**src/rtl/conv1d_cfu_pkg.sv**
```systemverilog
// Shared definitions for the conv1d CFU command driver: CFU command codes,
// parameter register indices, FSM state encodings and the PARAM command table.
package conv1d_cfu_pkg;

  typedef enum logic [6:0] {
    CmdWrIn    = 7'd1,
    CmdWrFilt  = 7'd2,
    CmdInOff   = 7'd3,
    CmdDepth   = 7'd5,
    CmdStart   = 7'd6,
    CmdGetAcc  = 7'd7,
    CmdStartX  = 7'd8,
    CmdDone    = 7'd9,
    CmdBias    = 7'd12,
    CmdMult    = 7'd13,
    CmdShift   = 7'd14,
    CmdActMin  = 7'd15,
    CmdActMax  = 7'd16,
    CmdOutOff  = 7'd17,
    CmdNop     = 7'd127
  } cfu_cmd_e;

  localparam int unsigned NumParams = 9;

  localparam logic [3:0] CfgInOffset  = 4'd0;
  localparam logic [3:0] CfgDepth     = 4'd1;
  localparam logic [3:0] CfgStartX    = 4'd2;
  localparam logic [3:0] CfgBias      = 4'd3;
  localparam logic [3:0] CfgMult      = 4'd4;
  localparam logic [3:0] CfgShift     = 4'd5;
  localparam logic [3:0] CfgActMin    = 4'd6;
  localparam logic [3:0] CfgActMax    = 4'd7;
  localparam logic [3:0] CfgOutOffset = 4'd8;

  typedef logic [3:0] drv_state_e;

  localparam drv_state_e StIdle     = 4'd0;
  localparam drv_state_e StParam    = 4'd1;
  localparam drv_state_e StLdFilt   = 4'd2;
  localparam drv_state_e StLdIn     = 4'd3;
  localparam drv_state_e StStart    = 4'd4;
  localparam drv_state_e StPollIss  = 4'd5;
  localparam drv_state_e StPollWait = 4'd6;
  localparam drv_state_e StRdIss    = 4'd7;
  localparam drv_state_e StRdWait   = 4'd8;
  localparam drv_state_e StOut      = 4'd9;

  // Parameter register index -> CFU command that loads it.
  function automatic cfu_cmd_e param_cmd(input logic [3:0] idx);
    case (idx)
      CfgInOffset:  return CmdInOff;
      CfgDepth:     return CmdDepth;
      CfgStartX:    return CmdStartX;
      CfgBias:      return CmdBias;
      CfgMult:      return CmdMult;
      CfgShift:     return CmdShift;
      CfgActMin:    return CmdActMin;
      CfgActMax:    return CmdActMax;
      CfgOutOffset: return CmdOutOff;
      default:      return CmdNop;
    endcase
  endfunction

endpackage

```
**src/rtl/conv1d_cmd_driver_if.sv**
```systemverilog
// Bundle of the driver's config, job, word-stream, result-stream and CFU
// command signals. master = the driver, slave = its environment.
interface conv1d_cmd_driver_if #(
  parameter int unsigned CNT_W = 9
) ();
  logic             cfg_we;
  logic [3:0]       cfg_idx;
  logic [31:0]      cfg_wdata;
  logic             job_valid;
  logic             job_ready;
  logic [CNT_W-1:0] job_filt_words;
  logic [CNT_W-1:0] job_in_words;
  logic             s_valid;
  logic             s_ready;
  logic [31:0]      s_data;
  logic             m_valid;
  logic             m_ready;
  logic [31:0]      m_data;
  logic             m_err;
  logic             cfu_en;
  logic [6:0]       cfu_cmd;
  logic [31:0]      cfu_inp0;
  logic [31:0]      cfu_inp1;
  logic [31:0]      cfu_ret;

  modport master (
    input  cfg_we, cfg_idx, cfg_wdata, job_valid, job_filt_words, job_in_words,
    input  s_valid, s_data, m_ready, cfu_ret,
    output job_ready, s_ready, m_valid, m_data, m_err, cfu_en, cfu_cmd, cfu_inp0, cfu_inp1
  );

  modport slave (
    output cfg_we, cfg_idx, cfg_wdata, job_valid, job_filt_words, job_in_words,
    output s_valid, s_data, m_ready, cfu_ret,
    input  job_ready, s_ready, m_valid, m_data, m_err, cfu_en, cfu_cmd, cfu_inp0, cfu_inp1
  );
endinterface

```
**src/rtl/conv1d_cmd_driver.sv**
```systemverilog
// Hardware initiator for the conv1d CFU: per job loads the parameter set,
// streams filter/input words, starts, polls done and returns the result.
// Optional poll timeout is enabled by defining CONV1D_DRV_TIMEOUT_EN.
module conv1d_cmd_driver
  import conv1d_cfu_pkg::*;
#(
  parameter int unsigned MAX_WORDS = 256,
  parameter int unsigned CNT_W     = 9
`ifdef CONV1D_DRV_TIMEOUT_EN
  ,
  parameter int unsigned TIMEOUT_CYCLES = 4096
`endif
) (
  input logic                 clk,
  input logic                 rst_n,
  conv1d_cmd_driver_if.master bus
);

  drv_state_e       state_q, state_d;
  logic [3:0]       pidx_q, pidx_d;
  logic [CNT_W-1:0] word_q, word_d;
  logic [CNT_W-1:0] filt_q, filt_d;
  logic [CNT_W-1:0] in_q, in_d;
  logic [31:0]      cfg_q [NumParams];
  logic [31:0]      cfg_d [NumParams];
  logic [31:0]      snap_q [NumParams];
  logic [31:0]      snap_d [NumParams];
  logic             m_valid_q, m_valid_d;
  logic [31:0]      m_data_q, m_data_d;
  cfu_cmd_e         cmd;
  logic [31:0]      inp0, inp1;
  logic             word_last;

`ifdef CONV1D_DRV_TIMEOUT_EN
  logic [31:0]      tmo_q, tmo_d;
  logic             m_err_q, m_err_d;
`endif

  function automatic logic [CNT_W-1:0] sat_cnt(input logic [CNT_W-1:0] n);
    return (n > CNT_W'(MAX_WORDS)) ? CNT_W'(MAX_WORDS) : n;
  endfunction

  // Parameter register file; writes accepted in every state.
  always_comb begin
    cfg_d = cfg_q;
    if (bus.cfg_we && (bus.cfg_idx < 4'(NumParams))) begin
      cfg_d[bus.cfg_idx] = bus.cfg_wdata;
    end
  end

  // Job FSM: next state plus the single CFU command issued this cycle.
  always_comb begin
    state_d   = state_q;
    pidx_d    = pidx_q;
    word_d    = word_q;
    filt_d    = filt_q;
    in_d      = in_q;
    snap_d    = snap_q;
    m_valid_d = m_valid_q;
    m_data_d  = m_data_q;
    cmd       = CmdNop;
    inp0      = '0;
    inp1      = '0;
    word_last = (word_q + CNT_W'(1)) == ((state_q == StLdFilt) ? filt_q : in_q);

    case (state_q)
      StIdle: begin
        if (bus.job_valid) begin
          filt_d  = sat_cnt(bus.job_filt_words);
          in_d    = sat_cnt(bus.job_in_words);
          snap_d  = cfg_q;
          pidx_d  = '0;
          word_d  = '0;
          state_d = StParam;
        end
      end
      StParam: begin
        cmd    = param_cmd(pidx_q);
        inp1   = snap_q[pidx_q];
        pidx_d = pidx_q + 4'd1;
        if (pidx_q == 4'(NumParams - 1)) begin
          pidx_d  = '0;
          state_d = (filt_q != '0) ? StLdFilt : ((in_q != '0) ? StLdIn : StStart);
        end
      end
      StLdFilt, StLdIn: begin
        // A stall cycle leaves the address counter untouched and issues NOP.
        if (bus.s_valid) begin
          cmd    = (state_q == StLdFilt) ? CmdWrFilt : CmdWrIn;
          inp0   = {{(30 - CNT_W){1'b0}}, word_q, 2'b00};
          inp1   = bus.s_data;
          word_d = word_q + CNT_W'(1);
          if (word_last) begin
            word_d  = '0;
            state_d = (state_q == StLdFilt && in_q != '0) ? StLdIn : StStart;
          end
        end
      end
      StStart: begin
        cmd     = CmdStart;
        state_d = StPollIss;
      end
      StPollIss: begin
        cmd     = CmdDone;
        state_d = StPollWait;
      end
      StPollWait: begin
        state_d = bus.cfu_ret[0] ? StRdIss : StPollIss;
      end
      StRdIss: begin
        cmd     = CmdGetAcc;
        state_d = StRdWait;
      end
      StRdWait: begin
        m_data_d  = bus.cfu_ret;
        m_valid_d = 1'b1;
        state_d   = StOut;
      end
      StOut: begin
        if (bus.m_ready) begin
          m_valid_d = 1'b0;
          state_d   = StIdle;
        end
      end
      default: state_d = StIdle;
    endcase

`ifdef CONV1D_DRV_TIMEOUT_EN
    tmo_d   = tmo_q;
    m_err_d = m_err_q;
    if (state_q == StIdle && bus.job_valid) m_err_d = 1'b0;
    if (state_q == StStart) tmo_d = '0;
    if (state_q == StPollIss || state_q == StPollWait) begin
      tmo_d = tmo_q + 32'd1;
      // A done seen in the final poll cycle still wins over the timeout.
      if ((tmo_q >= 32'(TIMEOUT_CYCLES - 1)) &&
          !(state_q == StPollWait && bus.cfu_ret[0])) begin
        m_data_d  = 32'h8000_0000;
        m_err_d   = 1'b1;
        m_valid_d = 1'b1;
        state_d   = StOut;
      end
    end
`endif
  end

  // State registers with asynchronous active-low reset.
  always_ff @(posedge clk or negedge rst_n) begin
    if (!rst_n) begin
      state_q   <= StIdle;
      pidx_q    <= '0;
      word_q    <= '0;
      filt_q    <= '0;
      in_q      <= '0;
      m_valid_q <= 1'b0;
      m_data_q  <= '0;
      for (int i = 0; i < NumParams; i++) begin
        cfg_q[i]  <= '0;
        snap_q[i] <= '0;
      end
    end else begin
      state_q   <= state_d;
      pidx_q    <= pidx_d;
      word_q    <= word_d;
      filt_q    <= filt_d;
      in_q      <= in_d;
      m_valid_q <= m_valid_d;
      m_data_q  <= m_data_d;
      cfg_q     <= cfg_d;
      snap_q    <= snap_d;
    end
  end

`ifdef CONV1D_DRV_TIMEOUT_EN
  // Poll budget counter and error flag.
  always_ff @(posedge clk or negedge rst_n) begin
    if (!rst_n) begin
      tmo_q   <= '0;
      m_err_q <= 1'b0;
    end else begin
      tmo_q   <= tmo_d;
      m_err_q <= m_err_d;
    end
  end
  assign bus.m_err = m_err_q;
`else
  assign bus.m_err = 1'b0;
`endif

  assign bus.job_ready = (state_q == StIdle);
  assign bus.s_ready   = (state_q == StLdFilt) || (state_q == StLdIn);
  assign bus.m_valid   = m_valid_q;
  assign bus.m_data    = m_data_q;
  assign bus.cfu_en    = 1'b1;
  assign bus.cfu_cmd   = cmd;
  assign bus.cfu_inp0  = inp0;
  assign bus.cfu_inp1  = inp1;

endmodule

```
**src/flat_wrapper.sv**
```systemverilog
// flat-port wrapper written by rule: the top's interface ports become plain ports
module conv1d_cmd_driver_flat import conv1d_cfu_pkg::*;
#(
  parameter int unsigned MAX_WORDS = 256,
  parameter int unsigned CNT_W     = 9

)
  (clk, rst_n, bus_cfg_we, bus_cfg_idx, bus_cfg_wdata, bus_job_valid, bus_job_filt_words, bus_job_in_words, bus_s_valid, bus_s_data, bus_m_ready, bus_cfu_ret, bus_job_ready, bus_s_ready, bus_m_valid, bus_m_data, bus_m_err, bus_cfu_en, bus_cfu_cmd, bus_cfu_inp0, bus_cfu_inp1);
  conv1d_cmd_driver_if #(.CNT_W(CNT_W)) bus_i ();
  input logic clk;
  input logic rst_n;
  input wire logic [$bits(bus_i.cfg_we)-1:0] bus_cfg_we;
  input wire logic [$bits(bus_i.cfg_idx)-1:0] bus_cfg_idx;
  input wire logic [$bits(bus_i.cfg_wdata)-1:0] bus_cfg_wdata;
  input wire logic [$bits(bus_i.job_valid)-1:0] bus_job_valid;
  input wire logic [$bits(bus_i.job_filt_words)-1:0] bus_job_filt_words;
  input wire logic [$bits(bus_i.job_in_words)-1:0] bus_job_in_words;
  input wire logic [$bits(bus_i.s_valid)-1:0] bus_s_valid;
  input wire logic [$bits(bus_i.s_data)-1:0] bus_s_data;
  input wire logic [$bits(bus_i.m_ready)-1:0] bus_m_ready;
  input wire logic [$bits(bus_i.cfu_ret)-1:0] bus_cfu_ret;
  output wire logic [$bits(bus_i.job_ready)-1:0] bus_job_ready;
  output wire logic [$bits(bus_i.s_ready)-1:0] bus_s_ready;
  output wire logic [$bits(bus_i.m_valid)-1:0] bus_m_valid;
  output wire logic [$bits(bus_i.m_data)-1:0] bus_m_data;
  output wire logic [$bits(bus_i.m_err)-1:0] bus_m_err;
  output wire logic [$bits(bus_i.cfu_en)-1:0] bus_cfu_en;
  output wire logic [$bits(bus_i.cfu_cmd)-1:0] bus_cfu_cmd;
  output wire logic [$bits(bus_i.cfu_inp0)-1:0] bus_cfu_inp0;
  output wire logic [$bits(bus_i.cfu_inp1)-1:0] bus_cfu_inp1;
  assign bus_i.cfg_we = bus_cfg_we;
  assign bus_i.cfg_idx = bus_cfg_idx;
  assign bus_i.cfg_wdata = bus_cfg_wdata;
  assign bus_i.job_valid = bus_job_valid;
  assign bus_i.job_filt_words = bus_job_filt_words;
  assign bus_i.job_in_words = bus_job_in_words;
  assign bus_i.s_valid = bus_s_valid;
  assign bus_i.s_data = bus_s_data;
  assign bus_i.m_ready = bus_m_ready;
  assign bus_i.cfu_ret = bus_cfu_ret;
  assign bus_job_ready = bus_i.job_ready;
  assign bus_s_ready = bus_i.s_ready;
  assign bus_m_valid = bus_i.m_valid;
  assign bus_m_data = bus_i.m_data;
  assign bus_m_err = bus_i.m_err;
  assign bus_cfu_en = bus_i.cfu_en;
  assign bus_cfu_cmd = bus_i.cfu_cmd;
  assign bus_cfu_inp0 = bus_i.cfu_inp0;
  assign bus_cfu_inp1 = bus_i.cfu_inp1;
  conv1d_cmd_driver #(.MAX_WORDS(MAX_WORDS), .CNT_W(CNT_W)) u_core (.clk(clk), .rst_n(rst_n), .bus(bus_i));
endmodule
```
**config.mk**
```make
export PLATFORM = sky130hd
export DESIGN_NAME = conv1d_cmd_driver_flat
export DESIGN_NICKNAME = d
export VERILOG_FILES = /design/src/rtl/conv1d_cfu_pkg.sv /design/src/rtl/conv1d_cmd_driver_if.sv /design/src/rtl/conv1d_cmd_driver.sv /design/src/flat_wrapper.sv
export SDC_FILE = /design/constraint.sdc
export NUM_CORES = 1
export LEC_CHECK = 0
export CAP_MARGIN = 20
export CELL_PAD_IN_SITES_DETAIL_PLACEMENT = 0
export CELL_PAD_IN_SITES_GLOBAL_PLACEMENT = 1
export CORE_ASPECT_RATIO = 1.4
export CORE_MARGIN = 2
export CORE_UTILIZATION = 50
export DETAILED_ROUTE_END_ITERATION = 7
export PLACE_DENSITY = 0.81
export SETUP_SLACK_MARGIN = 0.2
export SYNTH_ARGS = -nofsm -noshare
export SYNTH_HDL_FRONTEND = slang
export SYNTH_SLANG_ARGS = --single-unit
```
**constraint.sdc**
```tcl
create_clock -name clk -period 6 [get_ports clk]
set_clock_uncertainty 0.05 [all_clocks]
set_input_delay 1.2 -clock clk [delete_from_list [all_inputs] [get_ports clk]]
set_output_delay 1.2 -clock clk [all_outputs]
set_load 0.005 [all_outputs]
```
==> flow_summary.ini, run 1 <==
[power]
power_leakage_nw = 14.1
p_int_w = 0.0110
vdd_ir_drop_max_v = 0.000302
p_switching_w = 0.00457
power_density_nw_per_um2 = 483
clkPwrFrac_pct = 24.2
sequentialPowerShare_pct = 43.4
switching_share_pct = 29.4
comb_power_share_pct = 32.4

[detailed_routing]
wl_per_cell_microns = 21.1
vias_per_cell = 5.59
dr.pass1.iters = 7
drt_wl_total_microns = 59400
drt_iter0_drc = 708
drc_errors = 0
dr_total_vias = 15700
postRouteAntennaNets = 0

[placed_design]
pre_cts_ws_ns = 1.23
globalplace.congestion = 0.797
port_buffers = 206
hpwl_microns = 34600

[synth]
yosysSeqAreaShare_pct = 58.5
syn_inst = 1875
ys.flop_type = dfrtp_1
syn-cell-area_sq_um = 27500
ys_types = 52
yosys_warnings = 0
synth.avg_cell_area_sq_um = 14.7
synth_seq_cells = 644
synth_edf_count = 0
async_reset_ff_share_pct = 100

[grt]
antenna_found_initial = 0
grt_max_degree = 161
grt_pass1_wl_microns = 95000
grt_util_all_layers_pct = 21.3
overflow = 0
grt_pass1_vias = 16800

[min_path]
min-delay-start = u_core.bus.m_valid
hold_path_end = u_core.bus.m_valid
whs_path_depth = 1
min_path_type = reg -> reg

[setup_path]
critPathLaunchType = flip-flop
path_cells = buf_16 -> buf_12 -> mux4_2 -> mux2i_1 -> nor2_1 -> a21oi_1 -> o21ai_0 -> clkdlybuf4s50_1
crit_buf_inv = 3
critPathTopFamily = buffers and inverters
end_kind = output port
crit_fanout = 39
crit_type = reg -> out
rr_endpoint = u_core.word_q[6]
required_ns = 4.75
worstPathArrival_ns = 3.57
cp_slowest_cell = dfrtp_4
rrSetupSlack_ns = 2.54
reg2reg_from = u_core.state_q[1]
worst-path-stages = 8
reg2reg_depth = 7
max_stage_delay_ns = 0.55

[clock_network]
cts_hold_buf = 0
htreeDepth = 2
cts_tree = done
numCtsBuffers = 59
cts_setup_buffers = 0
root_buffer = clkbuf_16
clk_latency_ns = 0.62
cts_buffer_depth = 3
cts.clk_slew.worst_paths_ns = 0.06
clock_sink_count = 644
cts-resized-gates = 0

[floorplan]
ios = 232
core_sq_um = 54300
die_area_sq_um = 57000
die_h_microns = 282
die_w_microns = 202
start_util_pct = 50.7
rows = 101

[layout]
area_delta_synth_final_pct = 17.1
final_layout_size_suffix_gt1_share_pct = 39.0
num-fill-cells = 4253
multi_input_area_sq_um = 10800
seq_area_sq_um = 16100
fin_nets = 2174

[sta]
timing.final.crit_share_pct = 80.4
hold_viol = 0
worst_slack_ns = 1.18
setup_viol = 0
fmax_mhz = 207
tightest_slew_ns = 1.11
slew_headroom_pct = 26.3
slew_viol_final = 0
min_period_ns = 4.82
rsz0062_at_grt = false
finalSetupTns_ns = 0

[flow_run]
cap_violations = 0

[run_status]
status = finished, final reports clean
layout by cell type (no fill, tap or decap), types with 9 or more instances in the layout:
cell type	Yosys	routed
nor2_1	58	55
mux2_2	611	611
buf_12	0	9
mux2i_1	42	42
buf_4	26	15
a21oi_1	40	40
nand2_1	70	68
o21ai_0	68	68
nand2b_1	19	18
conb_1	2	25
mux4_2	64	64
inv_1	11	11
clkinv_2	0	10
clkdlybuf4s50_1	0	205
clkbuf_16	0	60
nand3_1	10	10
clkbuf_1	63	15
dfrtp_1	644	640
nor3_1	9	9
clkbuf_8	0	14
power groups by stage:
stage	Sequential [W]	Clock (W)	Combinational, W
floorplan	0.00647	0	0.00362
global placement	0.00683	0	0.00481
detailed placement	0.00695	0	0.00496
CTS	0.00687	0.00386	0.00498
global route	0.00694	0.00404	0.00551
finish	0.00675	0.00376	0.00504
layout make-up:
cell class                 instances  share of cell area (%)
sequential                       644                    50.0
multi-input combinational       1099                    33.6
timing repair buffer             231                    7.41
clock buffer                      89                    5.43
tap                              721                    2.80
clock inverter                    20                   0.633
inverter                          11                   0.128
antenna                            1                 0.00776
worst max path at each step:
stage | startpoint | to | slack (ns)
2_1_floorplan | bus_s_valid | bus_cfu_inp1[0] | 2.85
3_3_place_gp | bus_s_valid | bus_cfu_inp1[16] | 1.29
3_5_place_dp | bus_s_valid | bus_cfu_inp1[13] | 1.23
4_1_cts | u_core.pidx_q[0] | bus_cfu_inp1[11] | 0.83
5_1_grt | u_core.pidx_q[0] | bus_cfu_inp1[2] | 1.04
6_report | u_core.pidx_q[0] | bus_cfu_inp1[11] | 1.18
registers in the layout (all words and copies together) (netlist names):
signal,cells
u_core.filt_q,9
u_core.bus.m_data,32
u_core.state_q,4
u_core.cfg_q,288
u_core.snap_q,288
u_core.word_q,9
u_core.in_q,9
u_core.bus.m_valid,1
u_core.pidx_q,4
synth_stat cells, types with 2 or more instances:
cell / instances / area (sq um)
nand3_1: 10 / 50.1
o22ai_1: 2 / 12.5
mux2i_1: 42 / 420
a21o_1: 2 / 15.0
mux4_2: 64 / 1440
buf_2: 31 / 155
a22o_1: 5 / 43.8
and3_1: 9 / 56.3
a31oi_1: 3 / 18.8
nor2b_1: 3 / 18.8
xnor3_1: 3 / 67.6
buf_1: 22 / 82.6
nand4_1: 3 / 18.8
nor3_1: 9 / 45.0
nor3b_1: 3 / 22.5
nand3b_1: 6 / 45.0
o211ai_1: 2 / 15.0
clkbuf_1: 63 / 236
nand2_1: 70 / 263
ha_1: 4 / 50.1
conb_1: 2 / 7.51
o21ai_0: 68 / 340
xor2_1: 4 / 35.0
mux2_2: 611 / 6880
nor2_1: 58 / 218
buf_4: 26 / 195
nor4_1: 4 / 25.0
a21oi_1: 40 / 200
nand2b_1: 19 / 119
xnor2_1: 5 / 43.8
o31ai_1: 3 / 22.5
inv_1: 11 / 41.3
dfrtp_1: 644 / 16100
o21ai_1: 3 / 15.0
buf_6: 2 / 22.5
or3_1: 2 / 12.5
a211oi_1: 2 / 15.0
through the flow:
step | utilization [%] | area (sq um) | cells | hold WS (ns) | power, W
6_report | 59.3 | 32200 | 2816 | 0.429 | 0.0156
4_1_cts | 59.2 | 32200 | 2813 | 0.434 | 0.0157
3_5_place_dp | 55.6 | 30200 | 2704 | 0.420 | 0.0119
2_1_floorplan | - | 27600 | 1898 | 0.421 | 0.0101
5_1_grt | 59.3 | 32200 | 2815 | 0.454 | 0.0165
3_3_place_gp | 55.6 | 30200 | 2704 | 0.415 | 0.0116
worst reg2reg max path, cell delays in order (launching register included):
cell and delay, ns:
dfrtp_1 0.73, nor4b_4 0.76, mux2i_1 0.34, xnor3_1 0.36, a2111oi_2 0.31, a41o_2 0.41, nor2_1 0.14, a22o_1 0.25
logic make-up (layout without fill, tap and decap cells):
kind of cell | count (synthesis) | after routing | synth area share (%)
AO/OA/AOI/OAI | 139 | 139 | 2.87
XOR/XNOR | 12 | 12 | 0.532
adder cells (fa/ha/maj) | 4 | 4 | 0.182
buffers and inverters | 155 | 351 | 2.66
flip-flops | 644 | 644 | 58.5
multiplexers | 717 | 717 | 31.7
other | 2 | 26 | 0.0273
AND/OR/NAND/NOR | 202 | 202 | 3.46
layer usage:
metal	GRT usage, %	wire, microns	part of all wire (%)	vias up
met1	28.8	26000	44	8283
met3	2.90	2430	4.1	79
li1	-	-	-	7037
met2	36.4	29800	50	329
met5	0	0	0	-
met4	5.52	1110	1.9	0
(Power assumes the default switching activity.)
==> inputs of run 2 (changes only) <==
--- a/config.mk
+++ b/config.mk
@@ -10,9 +10,9 @@
 export CELL_PAD_IN_SITES_GLOBAL_PLACEMENT = 1
 export CORE_ASPECT_RATIO = 1.4
 export CORE_MARGIN = 2
-export CORE_UTILIZATION = 50
+export CORE_UTILIZATION = 49
 export DETAILED_ROUTE_END_ITERATION = 7
-export PLACE_DENSITY = 0.81
+export PLACE_DENSITY = 0.79
 export SETUP_SLACK_MARGIN = 0.2
 export SYNTH_ARGS = -nofsm -noshare
 export SYNTH_HDL_FRONTEND = slang
==> constraint.sdc (replaced) <==
create_clock -name clk -period 4.7 [get_ports clk]
set_clock_uncertainty 0.05 [all_clocks]
set_input_delay 0.94 -clock clk [delete_from_list [all_inputs] [get_ports clk]]
set_output_delay 0.94 -clock clk [all_outputs]
set_load 0.005 [all_outputs]
==> run 2 against run 1 <==
  * Routed wire length increased by 1.8%
  * Cell area increased by 0.55%
  * Critical endpoint is now bus_cfu_cmd[5]
  * Clock power increased by 28%
  * Total power increased by 28%
  * Critical path depth decreased by 3
  * Critical path type unchanged
==> flow_summary.ini, run 2 (same netlist as run 1, synthesis figures left out) <==
[detailed_routing]
postRouteAntennaNets = 0
dr.max_layer_used = met5
dr_total_vias = 15800
wl_per_cell_microns = 21.3
routed-wl-met3_microns = 2160
vias_per_cell = 5.56
drt_iter0_drc = 854
dr_wl_met2_microns = 30400
drc_errors = 0
dr.pass1.iters = 4
drt_wl_total_microns = 60400
drt-met1-wl_microns = 26700

[sta]
fmax_mhz = 233
tightest_slew_ns = 1.01
slew_headroom_pct = 32.9
finalSetupTns_ns = 0
worst_slack_ns = 0.412
rsz0062_at_grt = false
hold_viol = 0
slew_viol_final = 0
timing.final.crit_share_pct = 91.2
min_period_ns = 4.29
setup_viol = 0

[power]
switching_share_pct = 29.4
comb_power_share_pct = 32.9
totalPowerFinal_w = 0.0199
power_leakage_nw = 14.2
clkPwrFrac_pct = 24.1
sequentialPowerShare_pct = 43.0
p_int_w = 0.0141
p_switching_w = 0.00587
power_density_nw_per_um2 = 616
vdd_ir_drop_max_v = 0.000329

[clock_network]
root_buffer = clkbuf_16
htreeDepth = 2
numCtsBuffers = 58
cts_buffer_depth = 3
clk_latency_ns = 0.61
clock_sink_count = 644
cts.clk_slew.worst_paths_ns = 0.06
cts_tree = done

[floorplan]
die_h_microns = 284
ios = 232
die_area_sq_um = 58100
start_util_pct = 49.7
core_sq_um = 55400
rows = 102
die_w_microns = 204

[layout]
post-route-util_pct = 58.5
most-common-layout-cells = dfrtp_1 (640), mux2_2 (611), clkdlybuf4s50_1 (205)
final_layout_size_suffix_gt1_share_pct = 39.5
fin_nets = 2188
final_common_cell = dfrtp_1
area_delta_synth_final_pct = 17.7
num-fill-cells = 4348

[grt]
grt_max_degree = 132
antenna_found_initial = 3
grt_pass1_wl_microns = 95700
overflow = 0
grt_util_all_layers_pct = 21.2
grt_pass1_vias = 16800

[setup_path]
required_ns = 3.71
worstPathArrival_ns = 3.30
end_kind = output port
crit_type = reg -> out
critPathLaunchType = flip-flop
crit_fanout = 39

[placed_design]
globalplace.congestion = 0.778
hpwl_microns = 35800
pre_cts_ws_ns = 0.620
port_buffers = 206

[min_path]
min_path_type = in -> async

[run_status]
status = finished, final reports clean

[flow_run]
cap_violations = 0
==> run 2: cell type report <==
cell class | count | area (sq um) | area share [%]
diodes | 2 | 5.00 | 0.0154
clock buffers | 87 | 1760 | 5.44
clock inverters | 18 | 181 | 0.560
inverters | 11 | 41.3 | 0.127
multi-input cells | 1099 | 10800 | 33.4
flip-flops and latches | 644 | 16100 | 49.7
well taps | 728 | 911 | 2.81
repair buffers | 246 | 2550 | 7.88
==> run 2: metal layers <==
| layer | track usage (%) | up-vias |
|---|---|---|
| li1 | - | 7042 |
| met1 | 28.5 | 8363 |
| met2 | 36.2 | 287 |
| met3 | 3.08 | 76 |
| met4 | 5.43 | 2 |
| met5 | 0 | - |
==> run 2: worst max-delay path: stages, from the launching register on <==
cell and delay [ns]:
dfrtp_1 0.36, buf_4 0.20, nand2b_1 0.19, or3_2 0.87, o21ai_0 0.48, clkdlybuf4s50_1 0.58
==> run 2: timing repair <==
action / in CTS / in global routing
hold buffers: 0 / 0
resized for setup: 1 / 0
buffers inserted: 1 / 0
setup endpoints to repair: 11 / 0
==> run 2: stage by stage <==
stage	cells	cell area (sq um)	hold slack, ns
detailed placement	2727	30400	0.435
floorplan	1898	27600	0.421
CTS	2833	32400	0.319
global placement	2727	30400	0.415
global route	2835	32400	0.345
finish	2835	32400	0.287
==> run 2: path summary, 6_finish.rpt <==
kind	start	endpoint	slack [ns]	cells after the start
hold / removal	rst_n	u_core.word_q[8]	0.29	1
hold reg to reg	u_core.cfg_q[215]	u_core.snap_q[215]	0.44	1
min in group clk	u_core.cfg_q[215]	u_core.snap_q[215]	0.44	1
max in group asynchronous	rst_n	u_core.snap_q[214]	3.11	2
setup reg to reg	u_core.state_q[3]	u_core.word_q[6]	1.35	7
setup / recovery	u_core.state_q[1]	bus_cfu_cmd[5]	0.41	5
==> run 2: power groups by stage <==
stage / Combinational, W / Sequential (W) / Clock (W)
global route: 0.00714 / 0.00882 / 0.00515
detailed placement: 0.00656 / 0.00871 / 0
global placement: 0.00639 / 0.00860 / 0
finish: 0.00656 / 0.00858 / 0.00481
CTS: 0.00665 / 0.00858 / 0.00493
floorplan: 0.00462 / 0.00826 / 0
==> inputs of run 3 (changes only) <==
==> constraint.sdc (replaced) <==
create_clock -name clk -period 4.2 [get_ports clk]
set_clock_uncertainty 0.05 [all_clocks]
set_input_delay 0.84 -clock clk [delete_from_list [all_inputs] [get_ports clk]]
set_output_delay 0.84 -clock clk [all_outputs]
set_load 0.005 [all_outputs]
==> run 3 against run 2 <==
  * Routed wire length up 2.7%
  * Worst hold slack worse by 0.093 ns
  * Final cell count is 0.85% higher
  * Sequential cell count stayed put
  * Setup slack lost 0.12 ns
  * Largest power group unchanged
  * Cell area rose by 0.61%
  * Critical path depth up 3
  * Die area is the same
  * Sequential share of layout area is 0.29 points lower
  * Largest cell class unchanged
  * Non-clock buffer count rose by 24
==> flow_summary.ini, run 3 (same netlist as run 1, synthesis figures left out) <==
[detailed_routing]
dr_total_vias = 16000
drc_errors = 0
drt_wl_total_microns = 62000
vias_per_cell = 5.59
drt_iter0_drc = 690
dr.pass1.iters = 7
postRouteAntennaNets = 0
wl_per_cell_microns = 21.7

[clock_network]
clk_latency_ns = 0.61
root_buffer = clkbuf_16
cts_tree = done
numCtsBuffers = 60
htreeDepth = 2
cts.clk_slew.worst_paths_ns = 0.06
cts_buffer_depth = 3
clock_sink_count = 644

[sta]
finalSetupTns_ns = 0
fmax_mhz = 256
tightest_slew_ns = 0.897
min_period_ns = 3.90
setup_viol = 0
rsz0062_at_grt = true
holdWs_ns = 0.194
timing.final.crit_share_pct = 93.0
slew_viol_final = 0
hold_viol = 0
slew_headroom_pct = 40.2

[layout]
seq_area_sq_um = 16100
final_common_cell = dfrtp_1
area_delta_synth_final_pct = 18.4
most-common-layout-cells = dfrtp_1 (640), mux2_2 (611), clkdlybuf4s50_1 (205)
fin_nets = 2214
multi_input_area_sq_um = 10800
final_layout_size_suffix_gt1_share_pct = 39.9
num-fill-cells = 4440
fin_cells = 2859

[floorplan]
rows = 102
die_area_sq_um = 58100
ios = 232
start_util_pct = 49.7
core_sq_um = 55400
die_h_microns = 284
die_w_microns = 204

[flow_run]
cap_violations = 0

[placed_design]
globalplace.congestion = 0.789
port_buffers = 206
hpwl_microns = 37300
place_inst = 2738

[min_path]
min_path_type = in -> async

[power]
power_density_nw_per_um2 = 688
power_leakage_nw = 14.3
vdd_ir_drop_max_v = 0.000452

[setup_path]
critPathLaunchType = flip-flop
crit_type = reg -> out
required_ns = 3.31
crit_fanout = 7
end_kind = output port
reg2reg_depth = 9
worstPathArrival_ns = 3.01

[grt]
grt_max_degree = 124
use_met3_pct = 3.35
grt_pass1_wl_microns = 97600
grt_util_all_layers_pct = 21.6
antenna_found_initial = 3
grt_pass1_vias = 17200
use_met1_pct = 28.1
use_met2_pct = 37.9
overflow = 0
busiest_layer = met2

[run_status]
status = finished, final reports clean
==> run 3: changes by cell type in the layout (fill, tap and decap cells not counted), moves of 2 or more <==
cell       change
buf_6          +4
clkbuf_1       +7
clkbuf_8       -8
clkbuf_16      +3
buf_12         +2
buf_4         +17
==> run 3: timing repair <==
action,CTS,global route
hold buffers,0,0
buffers inserted,8,5
pin swaps,0,1
setup endpoints to repair,35,19
gates resized for setup,3,4
gates cloned,0,1
==> run 3: per-layer routing <==
metal	vias up	wire length [microns]
li1	7104	-
met1	8469	26700
met2	326	31600
met3	83	2580
met4	2	1140
met5	-	10
==> run 3: critical path: stages, from the launching register on <==
cell             delay [ns]
dfrtp_4                0.44
buf_12                 0.15
buf_4                  0.15
mux4_2                 0.49
mux2i_1                0.24
nor2_1                 0.07
a21oi_1                0.22
o21ai_0                0.14
clkdlybuf4s50_1        0.49
==> run 3: cell type report <==
cell class / instances / share of cell area (%)
clock inverter: 17 / 0.518
sequential: 644 / 49.5
clock buffer: 88 / 5.30
antenna: 2 / 0.0153
timing repair buffer: 270 / 8.56
tap: 728 / 2.79
multi-input combinational: 1099 / 33.2
inverter: 11 / 0.127
==> run 3: final timing paths <==
check	slack, ns	endpoint	startpoint
max	0.30	bus_cfu_inp1[7]	u_core.pidx_q[0]
min	0.19	u_core.in_q[1]	rst_n
max reg2reg	1.05	u_core.word_q[8]	u_core.state_q[3]
min reg2reg	0.44	u_core.snap_q[229]	u_core.cfg_q[229]
max in group asynchronous	2.70	u_core.snap_q[177]	rst_n
min in group clk	0.44	u_core.snap_q[229]	u_core.cfg_q[229]
==> run 3: report_power, final <==
part / internal [W] / leakage (nW) / switching, W
sequential: 0.00843 / 7.98 / 0.00119
clock: 0.00301 / 0.934 / 0.00228
combinational: 0.00439 / 5.36 / 0.00313
total: 0.0158 / 14.3 / 0.00660
==> run 3: stage by stage <==
step	setup slack, ns	area (sq um)	utilization, %	power [W]
2_1_floorplan	1.41	27600	-	0.0144
3_3_place_gp	0.530	30500	55.1	0.0168
3_5_place_dp	0.524	30500	55.1	0.0171
4_1_cts	0.211	32500	58.7	0.0226
5_1_grt	0.181	32600	58.9	0.0238
6_report	0.295	32600	58.9	0.0224
